$ cat config.mk
export PLATFORM = sky130hd
export DESIGN_NAME = bp_tlb_miss_sequencer
export DESIGN_NICKNAME = d
export VERILOG_FILES = /design/src/rtl/bp_tlb_miss_sequencer.sv
export SDC_FILE = /design/constraint.sdc
export NUM_CORES = 1
export LEC_CHECK = 0
export CORE_ASPECT_RATIO = 0.5
export CORE_UTILIZATION = 39
export DETAILED_ROUTE_END_ITERATION = 12
export GPL_TIMING_DRIVEN = 0
export PLACE_DENSITY = 0.75
export SYNTH_ARGS = -nofsm -noshare
export SYNTH_HDL_FRONTEND = slang
export SYNTH_SLANG_ARGS = --single-unit
$ cat constraint.sdc
create_clock -name clk_i -period 1.5 [get_ports clk_i]
set_input_delay 0.225 -clock clk_i [delete_from_list [all_inputs] [get_ports clk_i]]
set_output_delay 0.225 -clock clk_i [all_outputs]
set_load 0.005 [all_outputs]
$ cat src/rtl/bp_tlb_miss_sequencer.sv
// TLB miss sequencer: accepts up to two misses per cycle, serialises page walks and writes fills or reports faults.
// Optional BP_TLB_MISS_DEDUP_EN drops duplicate pending misses (same-cycle equal tags, or equal to the just-filled tag).
module bp_tlb_miss_sequencer #(
  parameter int unsigned vtag_width_p  = 27,
  parameter int unsigned entry_width_p = 40
) (
  input  logic                     clk_i,
  input  logic                     reset_i,
  input  logic                     flush_i,

  input  logic                     miss0_v_i,
  input  logic                     miss1_v_i,
  input  logic [vtag_width_p-1:0]  miss0_vtag_i,
  input  logic [vtag_width_p-1:0]  miss1_vtag_i,
  output logic                     miss_ready_o,

  output logic                     ptw_v_o,
  output logic [vtag_width_p-1:0]  ptw_vtag_o,
  input  logic                     ptw_ready_i,

  input  logic                     ptw_resp_v_i,
  input  logic                     ptw_fault_i,
  input  logic [entry_width_p-1:0] ptw_entry_i,

  output logic                     tlb_w_v_o,
  output logic [vtag_width_p-1:0]  tlb_vtag_o,
  output logic [entry_width_p-1:0] tlb_entry_o,

  output logic                     fault_v_o,
  output logic [vtag_width_p-1:0]  fault_vtag_o,

  output logic                     busy_o
);

`ifdef BP_TLB_MISS_DEDUP_EN
  localparam bit dedup_lp = 1'b1;
`else
  localparam bit dedup_lp = 1'b0;
`endif

  typedef enum logic [2:0] {
    ST_IDLE  = 3'd0,
    ST_REQ   = 3'd1,
    ST_WAIT  = 3'd2,
    ST_FILL  = 3'd3,
    ST_DRAIN = 3'd4
  } state_e;

  state_e                   r_state,      w_state_n;
  logic [vtag_width_p-1:0]  r_active,     w_active_n;
  logic [vtag_width_p-1:0]  r_pend,       w_pend_n;
  logic                     r_pend_v,     w_pend_v_n;
  logic [entry_width_p-1:0] r_entry,      w_entry_n;
  logic                     r_fault_v,    w_fault_v_n;
  logic [vtag_width_p-1:0]  r_fault_vtag, w_fault_vtag_n;

  logic w_ready;
  logic w_accept;
  logic w_dup_miss;
  logic w_dup_fill;

  assign w_ready    = (r_state == ST_IDLE) && !r_pend_v && !flush_i;
  assign w_accept   = w_ready && (miss0_v_i || miss1_v_i);
  assign w_dup_miss = dedup_lp && (miss0_vtag_i == miss1_vtag_i);
  assign w_dup_fill = dedup_lp && (r_pend == r_active);

  // State and datapath registers
  always_ff @(posedge clk_i) begin
    if (reset_i) begin
      r_state      <= ST_IDLE;
      r_active     <= '0;
      r_pend       <= '0;
      r_pend_v     <= 1'b0;
      r_entry      <= '0;
      r_fault_v    <= 1'b0;
      r_fault_vtag <= '0;
    end else begin
      r_state      <= w_state_n;
      r_active     <= w_active_n;
      r_pend       <= w_pend_n;
      r_pend_v     <= w_pend_v_n;
      r_entry      <= w_entry_n;
      r_fault_v    <= w_fault_v_n;
      r_fault_vtag <= w_fault_vtag_n;
    end
  end

  // Next-state logic
  always_comb begin
    w_state_n      = r_state;
    w_active_n     = r_active;
    w_pend_n       = r_pend;
    w_pend_v_n     = r_pend_v;
    w_entry_n      = r_entry;
    w_fault_v_n    = 1'b0;
    w_fault_vtag_n = r_fault_vtag;

    case (r_state)
      ST_IDLE: begin
        if (flush_i) begin
          w_pend_v_n = 1'b0;
        end else if (w_accept) begin
          w_state_n  = ST_REQ;
          w_active_n = miss0_v_i ? miss0_vtag_i : miss1_vtag_i;
          if (miss0_v_i && miss1_v_i && !w_dup_miss) begin
            w_pend_n   = miss1_vtag_i;
            w_pend_v_n = 1'b1;
          end
        end
      end

      ST_REQ: begin
        if (flush_i) begin
          w_state_n  = ST_IDLE;
          w_pend_v_n = 1'b0;
        end else if (ptw_ready_i) begin
          w_state_n = ST_WAIT;
        end
      end

      ST_WAIT: begin
        if (ptw_resp_v_i && flush_i) begin
          w_state_n  = ST_IDLE;
          w_pend_v_n = 1'b0;
        end else if (ptw_resp_v_i && ptw_fault_i) begin
          // Fault reported next cycle; the pending miss may already start its walk then
          w_fault_v_n    = 1'b1;
          w_fault_vtag_n = r_active;
          if (r_pend_v) begin
            w_state_n  = ST_REQ;
            w_active_n = r_pend;
            w_pend_v_n = 1'b0;
          end else begin
            w_state_n = ST_IDLE;
          end
        end else if (ptw_resp_v_i) begin
          w_state_n = ST_FILL;
          w_entry_n = ptw_entry_i;
        end else if (flush_i) begin
          w_state_n  = ST_DRAIN;
          w_pend_v_n = 1'b0;
        end
      end

      ST_FILL: begin
        w_pend_v_n = 1'b0;
        if (flush_i) begin
          w_state_n = ST_IDLE;
        end else if (r_pend_v && !w_dup_fill) begin
          w_state_n  = ST_REQ;
          w_active_n = r_pend;
        end else begin
          w_state_n = ST_IDLE;
        end
      end

      ST_DRAIN: begin
        if (ptw_resp_v_i) begin
          w_state_n = ST_IDLE;
        end
      end

      default: begin
        w_state_n  = ST_IDLE;
        w_pend_v_n = 1'b0;
      end
    endcase
  end

  // Flush masks every side effect in the cycle it is asserted
  assign miss_ready_o = w_ready;
  assign ptw_v_o      = (r_state == ST_REQ) && !flush_i;
  assign ptw_vtag_o   = r_active;
  assign tlb_w_v_o    = (r_state == ST_FILL) && !flush_i;
  assign tlb_vtag_o   = r_active;
  assign tlb_entry_o  = r_entry;
  assign fault_v_o    = r_fault_v && !flush_i;
  assign fault_vtag_o = r_fault_vtag;
  assign busy_o       = (r_state != ST_IDLE) || r_pend_v;

endmodule

Word level (Yosys, flattened, before mapping):

Index checks and enable logic that the tools add are counted.
Widths: inputs -> output; s select.

* register bits: 126
* bits of input ports: 102
* word-level logic and storage cells: 79

* eq/ne operators: 15
* multiplexer cells: 29
* bitwise gates (word level): 5
* reduce and logical (&&, ||, !) cells: 23

Operator list (count)
* $mux 27: 7
* $pmux 27 s3: 1
* $mux 3: 10
* $pmux 3 s5: 1
* $ne 2x2->1 const B: 6
* $reduce_and 4->1: 3
* $logic_and 1x1->1: 9
* $mux 1: 9
* $eq 3x2->1 const B: 2
* $ne 3x3->1 const B: 2
* $reduce_and 6->1: 1
* $reduce_bool 3->1: 2
* $ne 5x5->1 const B: 1
* $not 1->1: 5
* $reduce_and 5->1: 1
* $ne 4x4->1 const B: 1
* $pmux 1 s4: 1
* $eq 3x1->1 const B: 1
* $eq 3x3->1 const B: 1
* $logic_not 3->1: 1
* $ne 3x2->1 const B: 1
* $reduce_and 3->1: 1
* $reduce_or 3->1: 1
* $logic_not 1->1: 2
* $logic_or 1x1->1: 2

Longest topological paths before layout:

* word-level depth: 7
* mapped depth: 7
* gate-level depth less buffers: 4

Least setup slack after synthesis:

No wires, ideal clock.

* path type: flip-flop to flip-flop
* start point: register r_state[1]
* end point: register r_fault_vtag[10], in the netlist fault_vtag_o[10]
* data arrival time: 1.351 ns
* setup slack: 0.017 ns
* cell stages (with the launch flop): 7
* buffers on the path: 3
* clock period less this slack: 1.483 ns
* cell sequence: dfxtp_1 > buf_2 > buf_2 > nand4_1 > clkbuf_1 > nand2_1 > a21oi_1

* cells in the longest elaborated chain, start to end: 2

RTL lines
* from (decl): line 49 `state_e r_state, w_state_n;`
* from (signal assigned): line 78 `r_state <= w_state_n;`
* $eq 3x2->1: line 98 `case (r_state)`
* $reduce_and 3->1 (no line)
* to (signal assigned): line 84 `r_fault_vtag <= w_fault_vtag_n;`
* to (decl): line 55 `logic [vtag_width_p-1:0] r_fault_vtag, w_fault_vtag_n;`

Every way passes these cells.
A chain may end at the register's enable or synchronous reset.

Worst setup path in the final report:

* start point: register r_state[1]
* end point: register r_pend[18]

* cells in the longest elaborated chain, start to end: 5

RTL lines
* $logic_not 3->1 *: line 62, 98
* $logic_and 1x1->1 (2 in series): line 62 `assign w_ready = (r_state == ST_IDLE) && !r_pend_v && !flush_i;`
* $logic_and 1x1->1: line 63 `assign w_accept = w_ready && (miss0_v_i || miss1_v_i);`
* $reduce_and 4->1 (no line) *
* to (signal assigned): line 80 `r_pend <= w_pend_n;`
* to (decl): line 51 `logic [vtag_width_p-1:0] r_pend, w_pend_n;`

Every way passes the cells marked *; elsewhere a longest branch is shown, timed or not.

==> results.ini <==
[synth]
synth_area_um2=5630
syn_inst=683
syn_avg_cell_area_um2=8.24
synthSimpleGateAreaFrac_pct=22.0
yosysWarnings=0
yosys_most_used_dff=dfxtp_1
synth_mux_area_share_pct=9.60
yosysSeqAreaShare_pct=44.8
synthTopCellsByArea=dfxtp_1 (45%), nand2_1 (13%), mux2i_1 (9.6%), a21oi_1 (8.4%), a211o_1 (4.2%)
synth_compound_area_share_pct=15.2
synthesis.nets=785
yosysUniqueCellTypes=42
synth_xor_area_share_pct=0
yosys.area_share.adder_pct=0
synth_top_cell_by_area=dfxtp_1
synth_edf_count=0
synth_top_family_by_area=simple AND/OR/NAND/NOR gates
yosysTopAreaCellShare_pct=44.8
async_reset_ff_share_pct=0
synth_seq_cells=126

[worst_setup_path]
critPathLaunchType=flip-flop
crit_type=reg2reg
crit_fanout=5
end_kind=flip-flop
crit_required_ps=1840
cp.arrival_ps=2200

[final_layout]
final_area_um2=9930
regArea_um2=2590
mostFrequentLayoutCell=nand2_1
drive_gt1_share_pct=25.9
multi_input_area_um2=2910
syn2layout_area_growth_pct=76.5
fin_cells=1187
final_cell_mix=nand2_1 (177), clkdlybuf4s50_1 (113), dfxtp_1 (89), a21oi_1 (79), buf_4 (71)
diodes=0
fin_nets=1084
nFillCells=1008

[placement]
dpl_cell_area_um2=8120
placed_cells=1100
gp_congestion=0.858
place_hpwl_um=12800
numPortBuffers=225

[power_and_ir_drop]
leakage_nw=5.28
switching_share_pct=25.9
intPower_w=0.00717
clock_power_share_pct=43.1
combPwrFrac_pct=19.6
p_switching_w=0.00250
p_seq_share_pct=37.4
ir_drop_mv=0.617
finalPower_w=0.00968
p_per_area_nw_per_um2=974

[detailed_routing]
vias=6126
drc=0
first_pass_iters=5
drtIter0Drc=428
drt_wl_total_um=20900
drtAntennaViolNets=0
routed_via_density=5.16
wl_per_cell_um=17.6

[hold_path]
min_path_type=in2reg

[cts]
cts_tree=yes
cts_buffers=17
clk_pin_slew_worst_paths_ps=60
cts_num_sinks=126
htreeDepth=4
holdBufCountCts=0
cts-root-buf=clkbuf_16
cts.path.max_buffers=2
clock_latency_ps=420

[sta]
hold_viol=0
slew_headroom_pct=62.1
rsz0062_at_grt=yes
setup_slack_ps=-361
worst_slew_pin_slew_ps=568
skew_ps=6.81
whs_ps=204
drv_slew=0
timing.fmax_ghz=0.537
period_minus_slack_ps=1860
setup_viol=62
fin_crit_sh_pct=124

[global_route]
grt_pass1_vias=5790
grt_remaining_overflow=0
grt_max_degree=17
grt_pass1_wl_um=29100
grt.total_usage_pct=25.2
antenna_found_initial=0

[outcome]
status=complete, but fails checks
violations=negative setup slack

[flow_run]
cap_violations=0

[floorplanning]
num_io_pins=228
die-area_um2=14900
rows=30
start_util_pct=40.7
die_w_um=172
die_h_um=86.9
core_area_um2=13800

==> area by class of cell <==
cell class / instances / share of cell area, %
Buffer: 80 / 6.75
Clock buffer: 20 / 4.60
Clock inverter: 12 / 1.39
Inverter: 1 / 0.0378
Multi-Input combinational cell: 474 / 29.3
Sequential cell: 126 / 26.0
Tap cell: 192 / 2.42
Timing Repair Buffer: 282 / 29.4
==> cells in the mapped netlist (2+ instances only) <==
cell and instances:
nor3_1 2, mux2i_1 54, nand3b_1 2, clkbuf_1 27
o21ai_1 2, a2111oi_0 2, and3_1 2, buf_8 2
or3b_2 2, and4_1 2, o21ai_0 2, a221oi_1 2
buf_2 22, nand4_1 3, nand2_1 191, nor2_1 34
nand2b_1 32, a21oi_1 94, a211o_1 27, buf_4 29
nor2b_1 3, dfxtp_1 126, nor3b_1 2
==> power groups by stage <==
| stage | logic (W) | clock network [W] | registers, W |
|---|---|---|---|
| after CTS | 0.00172 | 0.00415 | 0.00361 |
| after global routing | 0.00199 | 0.00435 | 0.00363 |
| final | 0.00189 | 0.00417 | 0.00362 |
| after detailed placement | 0.00149 | 0 | 0.00368 |
| after floorplan | 0.000686 | 0 | 0.00365 |
| after global placement | 0.00147 | 0 | 0.00368 |
==> final timing paths <==
check / to / from / slack (ps) / depth (start not counted)
max: r_pend[18] / r_state[1] / -360 / 9
min: r_fault_v / ptw_fault_i / 200 / 3
max reg2reg: r_pend[18] / r_state[1] / -360 / 9
min reg2reg: fault_vtag_o[3] / fault_vtag_o[3] / 450 / 2
==> state kept, by name (all words and copies together), names as in the netlist <==
signal and count:
ptw_vtag_o 27, fault_vtag_o 27, r_fault_v 1, r_pend_v 1
r_pend 27, tlb_entry_o 40, r_state 3
==> critical path, cell delays in order (launching register included) <==
cell and delay (ps):
dfxtp_4 350, buf_4 130, buf_6 120, nor3_4 220, buf_4 170, and4_1 220, buf_6 180, clkbuf_16 160
nand2_1 70, a21oi_1 160
==> per-layer routing <==
| layer | wire length [um] | share of wire (%) | vias up | track usage (%) |
|---|---|---|---|---|
| met1 | 8390 | 40 | 2913 | 29.8 |
| met2 | 10400 | 50 | 278 | 44.6 |
| li1 | - | - | 2876 | - |
| met4 | 627 | 3.0 | 0 | 9.41 |
| met3 | 1470 | 7.0 | 59 | 5.82 |
| met5 | 0 | 0 | - | 0 |
==> cell families (layout without fill, tap and decap cells) <==
family	count (synthesis)	in the layout
compound gates	138	138
buf+inv	83	395
flops	126	126
mux	54	54
simple gates	282	282
==> what timing repair did <==
action                                  in CTS  in global routing
gates resized for setup                    173                166
setup buffers                               38                 11
cloned                                       2                  6
endpoints found under the setup margin     195                197
pin swaps                                   11                 26
==> through the flow <==
step,TNS [ps],util [%],setup slack (ps)
finish,-12840,71.9,-361
global route,-16210,71.9,-412
CTS,-5050,67.0,-206
detailed placement,-99790,58.8,-944
global placement,-95070,58.8,-903
floorplan,0,-,17.0
Power figures use the tool's default switching activity.
